--- src/rtl/pipeline_hazard_ctrl_pkg.sv ---
// Shared constants for the pipeline hazard controller: stall patterns,
// stall bit indices, FSM state encoding and the default exception vector.
package pipeline_hazard_ctrl_pkg;

   localparam int STALL_W = 6;

   localparam logic [STALL_W-1:0] STALL_NONE    = 6'b000000;
   localparam logic [STALL_W-1:0] STALL_LOADUSE = 6'b000111;
   localparam logic [STALL_W-1:0] STALL_MC      = 6'b001111;
   localparam logic [STALL_W-1:0] STALL_MEM     = 6'b011111;

   // stall_o bit positions: PC, IF/ID, ID/EX, EX/MEM, MEM/WB, WB
   localparam int STALL_PC    = 0;
   localparam int STALL_IF_ID = 1;
   localparam int STALL_ID_EX = 2;
   localparam int STALL_EX_MM = 3;
   localparam int STALL_MM_WB = 4;
   localparam int STALL_WB    = 5;

   localparam logic [31:0] EXC_VECTOR_DEF = 32'hBFC00380;

   typedef enum logic [1:0] {
      ST_RUN     = 2'd0,
      ST_MC_WAIT = 2'd1,
      ST_FLUSH   = 2'd2
   } hz_state_e;

   // True when an enabled ID source register matches the EX destination.
   function automatic logic src_hit(input logic       en,
                                    input logic [4:0] addr,
                                    input logic [4:0] wa);
      return en && (addr == wa);
   endfunction

endpackage

--- src/rtl/pipeline_hazard_ctrl_mc_stall_timer.sv ---
// Loadable down-counter timing the remaining cycles of a multi-cycle EX op.
// Ports: clk, rst, load_i/load_val_i, dec_i, clear_i in; zero_o out.
module mc_stall_timer
   import pipeline_hazard_ctrl_pkg::*;
#(
   parameter int CYC_W = 5
) (
   input  logic             clk,
   input  logic             rst,
   input  logic             load_i,
   input  logic [CYC_W-1:0] load_val_i,
   input  logic             dec_i,
   input  logic             clear_i,
   output logic             zero_o
);

   logic [CYC_W-1:0] cnt_q;
   logic [CYC_W-1:0] cnt_d;

   always_comb begin
      cnt_d = cnt_q;
      if (clear_i) begin
         cnt_d = '0;
      end else if (load_i) begin
         cnt_d = load_val_i;
      end else if (dec_i && (cnt_q != '0)) begin
         cnt_d = cnt_q - CYC_W'(1);
      end
   end

   always_ff @(posedge clk) begin
      if (rst) begin
         cnt_q <= '0;
      end else begin
         cnt_q <= cnt_d;
      end
   end

   assign zero_o = (cnt_q == '0);

endmodule

--- src/rtl/pipeline_hazard_ctrl.sv ---
// Central stall/flush sequencer: load-use, multi-cycle EX ops, memory wait
// and exception flush. Ports: ID/EX hazard inputs, mem_busy_i, ex_excp_i in;
// stall_o, flush_o, newPc_o, mc_done_o, stallCycles_o out.
module pipeline_hazard_ctrl
   import pipeline_hazard_ctrl_pkg::*;
#(
   parameter int          CYC_W      = 5,
   parameter logic [31:0] EXC_VECTOR = EXC_VECTOR_DEF
) (
   input  logic               clk,
   input  logic               rst,
   input  logic               id_readEnable1_i,
   input  logic [4:0]         id_readAddr1_i,
   input  logic               id_readEnable2_i,
   input  logic [4:0]         id_readAddr2_i,
   input  logic               ex_isLoad_i,
   input  logic [4:0]         ex_writeAddr_i,
   input  logic               ex_mcStart_i,
   input  logic [CYC_W-1:0]   ex_mcCycles_i,
   input  logic               mem_busy_i,
   input  logic               ex_excp_i,
   output logic [STALL_W-1:0] stall_o,
   output logic               flush_o,
   output logic [31:0]        newPc_o,
   output logic               mc_done_o,
   output logic [31:0]        stallCycles_o
);

   hz_state_e   state_q, state_d;
   logic [31:0] stall_cnt_q;

   logic             load_use;
   logic             mc_go;
   logic             tm_load, tm_dec, tm_clear, tm_zero;
   logic [CYC_W-1:0] tm_val;

   assign load_use = ex_isLoad_i && (ex_writeAddr_i != 5'd0) &&
      (src_hit(id_readEnable1_i, id_readAddr1_i, ex_writeAddr_i) ||
       src_hit(id_readEnable2_i, id_readAddr2_i, ex_writeAddr_i));

   assign mc_go = (state_q == ST_RUN) && ex_mcStart_i &&
                  (ex_mcCycles_i != '0);

   // The start cycle already counts as the first stall cycle, so MC_WAIT
   // must cover N-1 more cycles: the timer is loaded with N-2 and the
   // cycle that sees it at zero is the last one. N==1 finishes in the
   // start cycle itself.
   assign tm_val = ex_mcCycles_i - CYC_W'(2);

   always_comb begin
      state_d   = state_q;
      stall_o   = STALL_NONE;
      flush_o   = 1'b0;
      mc_done_o = 1'b0;
      tm_load   = 1'b0;
      tm_dec    = 1'b0;
      tm_clear  = 1'b0;

      unique case (state_q)
         ST_FLUSH: begin
            flush_o = 1'b1;
            state_d = ST_RUN;
         end
         ST_MC_WAIT: begin
            stall_o = STALL_MC;
            if (tm_zero) begin
               mc_done_o = 1'b1;
               state_d   = ST_RUN;
            end else begin
               tm_dec = 1'b1;
            end
         end
         default: begin
            if (mc_go) begin
               stall_o = STALL_MC;
               if (ex_mcCycles_i == CYC_W'(1)) begin
                  mc_done_o = 1'b1;
               end else begin
                  tm_load = 1'b1;
                  state_d = ST_MC_WAIT;
               end
            end
         end
      endcase

      if (state_q != ST_FLUSH) begin
         if (load_use)   stall_o = stall_o | STALL_LOADUSE;
         if (mem_busy_i) stall_o = stall_o | STALL_MEM;
      end

      // Exception overrides everything: no stall, abort any op silently.
      if (ex_excp_i) begin
         stall_o   = STALL_NONE;
         mc_done_o = 1'b0;
         tm_load   = 1'b0;
         tm_dec    = 1'b0;
         tm_clear  = 1'b1;
         state_d   = ST_FLUSH;
      end
   end

   assign newPc_o       = flush_o ? EXC_VECTOR : 32'd0;
   assign stallCycles_o = stall_cnt_q;

   always_ff @(posedge clk) begin
      if (rst) begin
         state_q     <= ST_RUN;
         stall_cnt_q <= 32'd0;
      end else begin
         state_q <= state_d;
         if (stall_o[STALL_PC] && (stall_cnt_q != 32'hFFFF_FFFF)) begin
            stall_cnt_q <= stall_cnt_q + 32'd1;
         end
      end
   end

   mc_stall_timer #(
      .CYC_W(CYC_W)
   ) u_timer (
      .clk       (clk),
      .rst       (rst),
      .load_i    (tm_load),
      .load_val_i(tm_val),
      .dec_i     (tm_dec),
      .clear_i   (tm_clear),
      .zero_o    (tm_zero)
   );

endmodule

--- config.mk ---
export PLATFORM = sky130hd
export DESIGN_NAME = pipeline_hazard_ctrl
export DESIGN_NICKNAME = d
export VERILOG_FILES = /design/src/rtl/pipeline_hazard_ctrl_pkg.sv /design/src/rtl/pipeline_hazard_ctrl_mc_stall_timer.sv /design/src/rtl/pipeline_hazard_ctrl.sv
export SDC_FILE = /design/constraint.sdc
export NUM_CORES = 1
export LEC_CHECK = 0
export BUFFER_PORTS_ARGS = -buffer_cell sky130_fd_sc_hd__buf_2
export CORE_ASPECT_RATIO = 1.75
export CORE_MARGIN = 2
export CORE_UTILIZATION = 36
export DETAILED_ROUTE_END_ITERATION = 7
export GPL_ROUTABILITY_DRIVEN = 0
export PLACE_DENSITY_LB_ADDON = 0.05
export SLEW_MARGIN = 30
export SYNTH_ARGS = -nofsm -noshare
export SYNTH_HDL_FRONTEND = slang
export SYNTH_SLANG_ARGS = --single-unit
export TNS_END_PERCENT = 5
--- constraint.sdc ---
create_clock -name clk -period 3.56 [get_ports clk]
set_input_delay 0.534 -clock clk [delete_from_list [all_inputs] [get_ports clk]]
set_output_delay 0.534 -clock clk [all_outputs]
set_load 0.01 [all_outputs]
Word level (Yosys, flattened, before mapping)
Cells that the tools add are included.

storage, ports and cells
  register bits after elaboration = 39
  latch bits = 0
  memory bits (writable) = 0
  ROM bits = 0
  bits of input ports = 28
  output and inout bits = 72
  logic and storage cells = 68
  memories = 0

operators by class
  add/sub/neg operators = 3
  $mul = 0
  divide/modulo/power cells = 0
  order comparisons = 0
  equal/unequal tests = 11
  shifts and indexed selects = 0
  multiplexer cells = 28
  bitwise logic cells = 0
  reductions and logical operators = 22

operators with widths
  kind                     count
  $add A32 B1 Y32 const B  1
  $mux W32                 1
  $ne A32 B32 Y1 const B   1
  $mux W5                  5
  $reduce_bool A5 Y1       3
  $mux W1                  13
  $eq A5 B5 Y1             2
  $logic_and A1 B1 Y1      8
  $mux W2                  4
  $pmux W4 S2              1
  $reduce_and A3 Y1        2
  $reduce_or A2 Y1         3
  $eq A5 B1 Y1 const B     1
  $logic_not A5 Y1         1
  $sub A5 B1 Y5 const B    1
  $sub A5 B2 Y5 const B    1
  $mux W4                  1
  $ne A2 B2 Y1 const B     2
  $ne A4 B2 Y1 const B     1
  $pmux W2 S2              1
  $reduce_bool A4 Y1       1
  $mux W3                  1
  $ne A3 B1 Y1 const B     1
  $ne A3 B3 Y1 const B     1
  7 further kinds          7

Logic depth before layout (Yosys ltp)
  depth in word-level cells = 10
  mapped depth = 10

By module
A second synthesis with hierarchy kept.

second synthesis, totals
  cells, all modules = 331
  area, all modules = 2,626.3 um2

modules (own cells, without submodules)
  module                times used  cells each  area an instance (um2)  sequential area each (um2)
  pipeline_hazard_ctrl  1           292         2,319.7                 680.7
  mc_stall_timer        1           39          306.5                   100.1

Least setup slack after synthesis
Ideal clock, no wire load.

  kind = input port to output port
  start = input port ex_mcCycles_i[1]
  end = output port stall_o[1]
  arrival = 2.023 ns
  data required time = 3.026 ns
  setup slack = 1.003 ns
  stages on the path = 7
  buffers on the path = 2
  path through = or4_4 o21ai_2 a21oi_2 a41oi_4 buf_2 inv_1 buf_4

on the way
  longest elaborated chain between the ends = 8

RTL lines
  item                     RTL line                    text
  start, declared          pipeline_hazard_ctrl.sv:19  input logic [CYC_W-1:0] ex_mcCycles_i,
  $reduce_bool A5 Y1 (*)   pipeline_hazard_ctrl.sv:42  (ex_mcCycles_i != '0);
  $logic_and A1 B1 Y1 (*)  pipeline_hazard_ctrl.sv:41  assign mc_go = (state_q == ST_RUN) && ex_mcStart_i &&
  $mux W4 (*)              pipeline_hazard_ctrl.sv:74  if (mc_go) begin
  $pmux W4 S2 (*)          pipeline_hazard_ctrl.sv:59  unique case (state_q)
  $mux W3                  pipeline_hazard_ctrl.sv:87  if (load_use) stall_o = stall_o | STALL_LOADUSE;
  $mux W5                  pipeline_hazard_ctrl.sv:88  if (mem_busy_i) stall_o = stall_o | STALL_MEM;
  $mux W5 (*)              pipeline_hazard_ctrl.sv:86  if (state_q != ST_FLUSH) begin
  $mux W5 (*)              pipeline_hazard_ctrl.sv:92  if (ex_excp_i) begin
  end, declared            pipeline_hazard_ctrl.sv:22  output logic [STALL_W-1:0] stall_o,

Every way passes the cells marked *; elsewhere a longest branch is shown, timed or not.

Worst setup path after layout
  start = register state_q[0]
  end = output port stall_o[2]

on the way
  longest elaborated chain between the ends = 9
  elaborated cells on any way between the ends = 12

RTL lines
  item                               RTL line                     text
  start, declared                    pipeline_hazard_ctrl.sv:29   hz_state_e state_q, state_d;
  start signal, assigned             pipeline_hazard_ctrl.sv:110  state_q <= state_d;
  $logic_not A2 Y1                   pipeline_hazard_ctrl.sv:41
  $logic_and A1 B1 Y1 (2 in series)  pipeline_hazard_ctrl.sv:41
  $mux W4                            pipeline_hazard_ctrl.sv:74
  $pmux W4 S2                        pipeline_hazard_ctrl.sv:59
  $mux W3                            pipeline_hazard_ctrl.sv:87
  $mux W5                            pipeline_hazard_ctrl.sv:88
  $mux W5 (*)                        pipeline_hazard_ctrl.sv:86
  $mux W5 (*)                        pipeline_hazard_ctrl.sv:92

Marked as above.

==> flow_summary.ini <==
[run_status]
status = finished, final reports clean

[routing]
drt-pass1-iter-count = 4
routed_wl_um = 6110
vias_per_cell = 4.85
num_vias = 2226
postRouteAntennaNets = 0
avgRoutedWirePerCell_um = 13.3
drt-initial-drc-count = 44
post-route-drc-count = 0

[timing]
skew_ps = 2.94
rsz0062_at_grt = false
fin_crit_ps = 2840
final_hold_viol_count = 0
fin_crit_sh_pct = 79.8
worst_pin_slew_ps = 691
drv_slew = 0
setup_violations = 0
finalSetupTns_ps = 0
slew_headroom_pct = 53.9
max_freq_ghz = 0.352

[floorplanning]
die_area_mm2 = 0.00775
coreArea_mm2 = 0.00686
boundaryPins = 100
die_height_um = 115
start_util_pct = 37.0
num_rows = 40
die_x_um = 67.4

[logic_synthesis]
synth_warnings = 0
synth_edf_count = 0
synth_top_area_cell = dfxtp_1
async_flop_share_pct = 0
synthTopCellsByCount = nor2_1 (43), dfxtp_1 (39), buf_4 (36), xnor2_1 (36), nand2_1 (17)
ys_seq_elements = 39
synth-main-ff-cell = dfxtp_1
syn-cell-area_mm2 = 0.00253
synthMostInstantiatedCell = nor2_1
synth_top_area_share_pct = 30.8
synth_area_leaders = dfxtp_1 (31%), xnor2_1 (12%), buf_4 (11%)
ys_types = 51
syn_area_per_cell_um2 = 8.12
synth_cells = 312
ys_seq_area_share_pct = 30.8

[global_routing]
grt.overflow.total = 0
antenna_found_initial = 0
grt_pass1_wl_um = 9690
grt_usage_pct = 16.4
grt_pass1_vias = 2095
grt_max_degree = 38

[power]
peakVddDrop_uv = 256
power.density_mw_per_mm2 = 350
p_leak_nw = 1.23

[final_layout]
final_cell_area_mm2 = 0.00295
fin_nets = 409
diodes = 0
num-fill-cells = 747
multi_input_area_mm2 = 0.00148
seqCellArea_um2 = 781
syn2layout_area_growth_pct = 16.4
drive_above_1_share_pct = 26.4

[clock_network]
cts_htree_levels = 2
cts_made_buffers = 5
cts_root_buf = clkbuf_16
cts_tree = done
postCtsSetupRepairBufs = 0
clock_sinks = 39
cts_buffer_depth = 2
cts_resized = 0
clock_latency_ps = 280
hold_buffers = 0
clkTransAtPathRegs_ps = 50

[setup_path]
worstPathRequired_ps = 3030
worstSetupPathType = register to output port
critPathMaxFanout = 17
arrival_ps = 2310
start_kind = register
end_kind = output port

[placement]
hpwl_um = 4700
numPortBuffers = 78
dpl_cell_area_mm2 = 0.00281

[worst_hold_path]
hp-class = register to register

[flow_run]
cap_violations = 0
## state kept, by name, summed over array words and instances (netlist names)
register and cells:
state_q 2, stallCycles_o 32, u_timer.cnt_q 5
## cell families after synthesis
group,count (synthesis),share of synthesized area [%]
and+or+nand+nor,139,28.5
buffers and inverters,56,13.7
xor gates and xnor gates,39,13.5
DFF,39,30.8
AOI/OAI and AO/OA,28,8.54
adders and majority gates,7,3.46
muxes,3,1.28
other,1,0.148
## layout by cell type (no fill, tap or decap), types with 2 or more instances in the layout
cell type and instances:
o21ai_0 2, nor2_1 43, or2_2 2, a21oi_1 9, conb_1 21, ha_1 7, buf_4 2, nor4_1 8
nand2b_1 2, and3_1 4, nand3_1 16, xnor2_1 36, inv_1 11, clkbuf_16 5, mux2_1 2, or3_1 5
nand4_1 7, nor3_1 15, buf_2 78, nor3b_1 3, o31a_1 2, clkbuf_1 2, nor2b_1 2, nand2_1 17
xor2_1 3, dfxtp_1 39, a211oi_1 2, nor4b_1 5, o21ba_2 2
## metal layers
metal	up-vias	share of wire (%)	global-route usage [%]
met4	0	1.3	5.31
li1	1139	-	-
met3	5	4.4	3.13
met5	-	0	0
met1	1026	38	16.9
met2	56	56	31.7
## final cells by class
| class | instances | share of cell area, % |
|---|---|---|
| multi-input cells | 237 | 50.2 |
| flip-flops and latches | 39 | 26.5 |
| repair buffers | 80 | 13.7 |
| clock buffers | 7 | 4.50 |
| well taps | 84 | 3.56 |
| inverters | 11 | 1.40 |
| clock inverters | 1 | 0.170 |
## final timing paths
kind                    from                end  slack (ps)  cells after the start
setup / recovery  state_q[0]         stall_o[2]         720                      8
hold / removal    state_q[1]         state_q[1]         520                      2
setup reg to reg  state_q[0]  stallCycles_o[29]         820                      9
hold reg to reg   state_q[1]         state_q[1]         520                      2
## critical path, stage by stage, from the launching register on
cell     delay, ps
dfxtp_1        320
inv_1           80
ha_1           400
inv_1           80
a22oi_1        270
a21oi_2        130
a41oi_4        440
inv_1          130
buf_2          170
## power breakdown
part	internal [mW]	switching, mW	leakage (nW)
registers	0.443	0.00609	0.315
logic	0.0616	0.0958	0.844
clock network	0.259	0.167	0.0679
## metrics by stage
stage / hold WS [ps] / setup WS, ps / power, mW / std cells / utilization [%]
after CTS: 543 / 671 / 1.05 / 459 / 43.0
after floorplan: 477 / 1000 / 0.597 / 332 / -
after detailed placement: 530 / 706 / 0.618 / 451 / 41.0
after global routing: 567 / 457 / 1.08 / 459 / 43.0
after global placement: 506 / 748 / 0.619 / 451 / 41.0
final: 523 / 717 / 1.03 / 459 / 43.0
No activity file was read; power rests on OpenSTA's default activity.
